<file path="config.mk">
export PLATFORM = sky130hd
export DESIGN_NAME = serial_adder
export DESIGN_NICKNAME = d
export VERILOG_FILES = /design/src/rtl/serial_adder.sv
export SDC_FILE = /design/constraint.sdc
export NUM_CORES = 1
export LEC_CHECK = 0
export ABC_AREA = 1
export BUFFER_PORTS_ARGS = -buffer_cell sky130_fd_sc_hd__buf_2
export CORE_UTILIZATION = 54
export CTS_CLUSTER_DIAMETER = 80
export DETAILED_ROUTE_END_ITERATION = 7
export PLACE_DENSITY = 0.78
export SLEW_MARGIN = 20
export SYNTH_ARGS = -nofsm -noshare
export SYNTH_HDL_FRONTEND = slang
export SYNTH_SLANG_ARGS = --single-unit
</file>
<file path="constraint.sdc">
create_clock -name clk -period 1.6 [get_ports clk]
set_input_delay 0.08 -clock clk [delete_from_list [all_inputs] [get_ports clk]]
set_output_delay 0.08 -clock clk [all_outputs]
set_load 0.01 [all_outputs]
</file>
<file path="src/rtl/serial_adder.sv">
// serial_adder: digit-serial adder/subtractor, DIGIT bits per clock over WIDTH/DIGIT cycles.
// Results (s, co, ovf) are loaded only on completion, so partial sums never appear on the outputs.
module serial_adder #(
    parameter int WIDTH = 8,
    parameter int DIGIT = 1
) (
    input  logic             clk,
    input  logic             rst_n,
    input  logic             start,
    input  logic [WIDTH-1:0] a,
    input  logic [WIDTH-1:0] b,
    input  logic             cin,
    input  logic             sub,
    output logic             busy,
    output logic             done,
    output logic [WIDTH-1:0] s,
    output logic             co,
    output logic             ovf
);
    localparam int N  = WIDTH / DIGIT;
    localparam int CW = (N > 1) ? $clog2(N) : 1;

    typedef enum logic {IDLE, RUN} state_t;

    state_t             state_q, state_d;
    logic [CW-1:0]      cnt_q, cnt_d;
    logic [WIDTH-1:0]   a_q, a_d, b_q, b_d, acc_q, acc_d, s_q, s_d;
    logic               carry_q, carry_d, co_q, co_d, ovf_q, ovf_d, done_q, done_d;
    logic [DIGIT:0]     c;
    logic [DIGIT-1:0]   dsum;
    logic [WIDTH+DIGIT-1:0] acc_full;
    logic               last;

    always_comb begin
        state_d  = state_q;
        cnt_d    = cnt_q;
        a_d      = a_q;
        b_d      = b_q;
        acc_d    = acc_q;
        carry_d  = carry_q;
        s_d      = s_q;
        co_d     = co_q;
        ovf_d    = ovf_q;
        done_d   = 1'b0;
        c        = '0;
        dsum     = '0;
        c[0]     = carry_q;
        for (int i = 0; i < DIGIT; i++) begin
            dsum[i]  = a_q[i] ^ b_q[i] ^ c[i];
            c[i+1]   = (a_q[i] & b_q[i]) | (c[i] & (a_q[i] ^ b_q[i]));
        end
        // new digit enters at the top so the result ends up LSB-aligned after N shifts
        acc_full = {dsum, acc_q};
        last     = (state_q == RUN) && (cnt_q == CW'(N - 1));
        if (state_q == IDLE) begin
            if (start) begin
                state_d = RUN;
                cnt_d   = '0;
                a_d     = a;
                b_d     = sub ? ~b : b;
                carry_d = sub ? 1'b1 : cin;
            end
        end else begin
            a_d     = a_q >> DIGIT;
            b_d     = b_q >> DIGIT;
            carry_d = c[DIGIT];
            acc_d   = acc_full[WIDTH+DIGIT-1:DIGIT];
            cnt_d   = cnt_q + 1'b1;
            if (last) begin
                state_d = IDLE;
                done_d  = 1'b1;
                s_d     = acc_full[WIDTH+DIGIT-1:DIGIT];
                co_d    = c[DIGIT];
                ovf_d   = c[DIGIT] ^ c[DIGIT-1];
            end
        end
    end

    always_ff @(posedge clk or negedge rst_n) begin
        if (!rst_n) begin
            state_q <= IDLE;
            cnt_q   <= '0;
            a_q     <= '0;
            b_q     <= '0;
            acc_q   <= '0;
            carry_q <= 1'b0;
            s_q     <= '0;
            co_q    <= 1'b0;
            ovf_q   <= 1'b0;
            done_q  <= 1'b0;
        end else begin
            state_q <= state_d;
            cnt_q   <= cnt_d;
            a_q     <= a_d;
            b_q     <= b_d;
            acc_q   <= acc_d;
            carry_q <= carry_d;
            s_q     <= s_d;
            co_q    <= co_d;
            ovf_q   <= ovf_d;
            done_q  <= done_d;
        end
    end

    assign busy = (state_q == RUN);
    assign done = done_q;
    assign s    = s_q;
    assign co   = co_q;
    assign ovf  = ovf_q;
endmodule

</file>
==> run summary <==
Worst vdd rail ir drop: 967 uV
Crit Path Category: reg2out
Pre-CTS WS: 199 ps
HP Class: in2reg
Post-synthesis register bit count: 39
Dpl hpwl: 2040 um
Pwr Density: 1570 nW/um^2
Post-synth top area share: 53.4%
Final Core Density: 69.7%
Setup WS post-layout: 192 ps
Max Cap Violations: 0
RSZ-0062 raised after global routing: no
Total CTS buffers: 5
Routed Antenna Nets: 0
Syn_nets: 237
Final slew viol count: 0
Global-route wire length before repair: 5440 um
Worst-path clk slew: 110 ps
Clk_skew: 5.61 ps
Die H: 60.2 um
Most common cell after layout, fill and taps aside: nand2_1
Synth Instances: 213
Crit path DAT: 1330 ps
Vias in the first global route: 1,302
Met2 usage in global routing: 36.3%
Top cells by area, synth: dfrtp_1 53%, nand2_1 18%, inv_1 5.5%
Crit path cell chain: buf_4, buf_2
Hold depth: 4
# setup viols final: 0
Seq. cell area: 977 um^2
Initial antenna violation count: 0
Met1 Track Usage GR: 23.7%
Crit end category: primary output
Power Total: 3.43 mW
IO Port Bufs: 32
Vias per inst: 4.70
Critical path's slowest cell: dfrtp_2
Fin crit share: 88.0%
Max_slew headroom: 68.8%
Number of H-tree levels: 2
CTS tree: yes
Synth Cell Area: 1830 um^2
WL final: 3150 um
Nets: 282
Largest net degree at the start of global routing: 26
Status: complete, no violations
Rows: 20
Initial core utilization: 58.4%
Reg2Reg Depth: 6
Fillcell total: 254
Startpoint type of the worst setup path: flop
Core ar.: 3130 um^2
Mean Syn Cell Area: 8.58 um^2
Root Buffer: clkbuf_4
Design area: 2180 um^2
RD Place Congestion: 0.728
Clk_lat worst skew: 350 ps
Top Usage Layer GRT: met2
Least-Margin Pin Slew: 467 ps
Diodes inserted: 0
Vias: 1,424
Cell variety after synth: 18
Fmax: 0.710 GHz
Die X: 60.2 um
Syn. warnings: 0
Die Area: 3620 um^2
Setup tns final: 0 ps
Clk sink count: 39
DRC: 0
Average wire per standard cell: 10.4 um
Sequential element share of the synthesized area: 53.4%
Layout area overhead: 19.4%
Total Routing Usage GR: 21.0%
Synth area leader: dfrtp_1
Layout cell share with drive strength beyond 1: 21.6%
Final hold vios: 0
LEAKAGE: 1.25 nW
M3 GR Usage: 4.55%
Crit path max fanout: 25
I/O Pins: 33
GRT Residual Overflow: 0
Commonest non-fill, non-tap cells in the layout: 89 x nand2_1, 38 x dfrtp_1, 32 x buf_2
Area taken by multi-input logic gates: 656 um^2
Longest Clk Path Bufs: 2
First DRT Iteration DRCs: 59
Critical Path Max Stage Delay: 510 ps
Placed Area: 1990 um^2
DRT Pass-1 Iters: 7
CP required: 1520 ps
Min cycle time layout: 1410 ps
==> per-layer routing <==
metal	vias up	routed length (um)
li1	738	-
met1	636	1390
met2	44	1560
met3	6	137
met4	0	63
met5	-	0
==> layout make-up <==
type,count,share of cell area [%]
clock buffer,8,3.16
inverter,29,4.99
multi-input combinational,136,30.1
sequential,39,44.8
tap,44,2.52
timing repair buffer,47,14.5
==> metrics by stage <==
step / cells / hold slack [ps]
CTS: 303 / 0.569
finish: 303 / 14.6
floorplan: 213 / -216
global placement: 283 / 43.9
detailed placement: 283 / 46.7
global route: 303 / 26.4
==> worst max-delay path, delay by kind of cell (launching register included) <==
family	cells	cell delay (ps)
DFF	1	510
buffers and inverters	2	480
==> cell usage after synthesis (all sizes together) <==
| cell type | instances |
|---|---|
| nand2 | 90 |
| dfrtp | 39 |
| inv | 29 |
| nand3 | 17 |
| o21ai | 16 |
| buf | 9 |
| a21oi | 7 |
| nor2 | 3 |
| ha | 2 |
| fa | 1 |
==> registers in the layout, indices dropped and copies added (netlist names) <==
signal   count
a_q          8
b_q          8
s            8
acc_q        7
cnt_q        3
busy         1
carry_q      1
co           1
done         1
ovf          1
==> report_power, final <==
group          internal (mW)  total [mW]  leakage [nW]  switching [mW]
combinational          0.511        1.26         0.704           0.746
sequential              1.38        1.61         0.505           0.229
clock                  0.259       0.564        0.0386           0.306
==> logic make-up (layout without fill, tap and decap cells) <==
kind of cell	after synthesis	count (layout)	share of synthesized area, %
flops	39	39	53.4
buf+inv	38	84	10.7
fa+ha+maj	3	3	2.47
simple gates	110	110	25.5
compound gates	23	23	7.94
==> what timing repair did <==
action,in CTS,in global routing
endpoints found under the hold margin,31,0
setup endpoints to repair,0,1
hold buffers,12,0
buffers inserted,0,0
resized for setup,0,1
==> path summary, 6_finish.rpt <==
path                                       from                 end  slack [ps]
max in group asynchronous                 rst_n      busy$_DFF_PN0_         950
min reg2reg                  b_q[4]$_DFFE_PN0P_  b_q[4]$_DFFE_PN0P_         490
min in group asynchronous                 rst_n    s[7]$_DFFE_PN0P_         190
max reg2reg                cnt_q[0]$_DFFE_PN0P_     ovf$_DFFE_PN0P_         190
min                                        b[4]  b_q[4]$_DFFE_PN0P_          10
max                              busy$_DFF_PN0_                busy         190
Note: power is estimated with default switching activity, not from simulation.
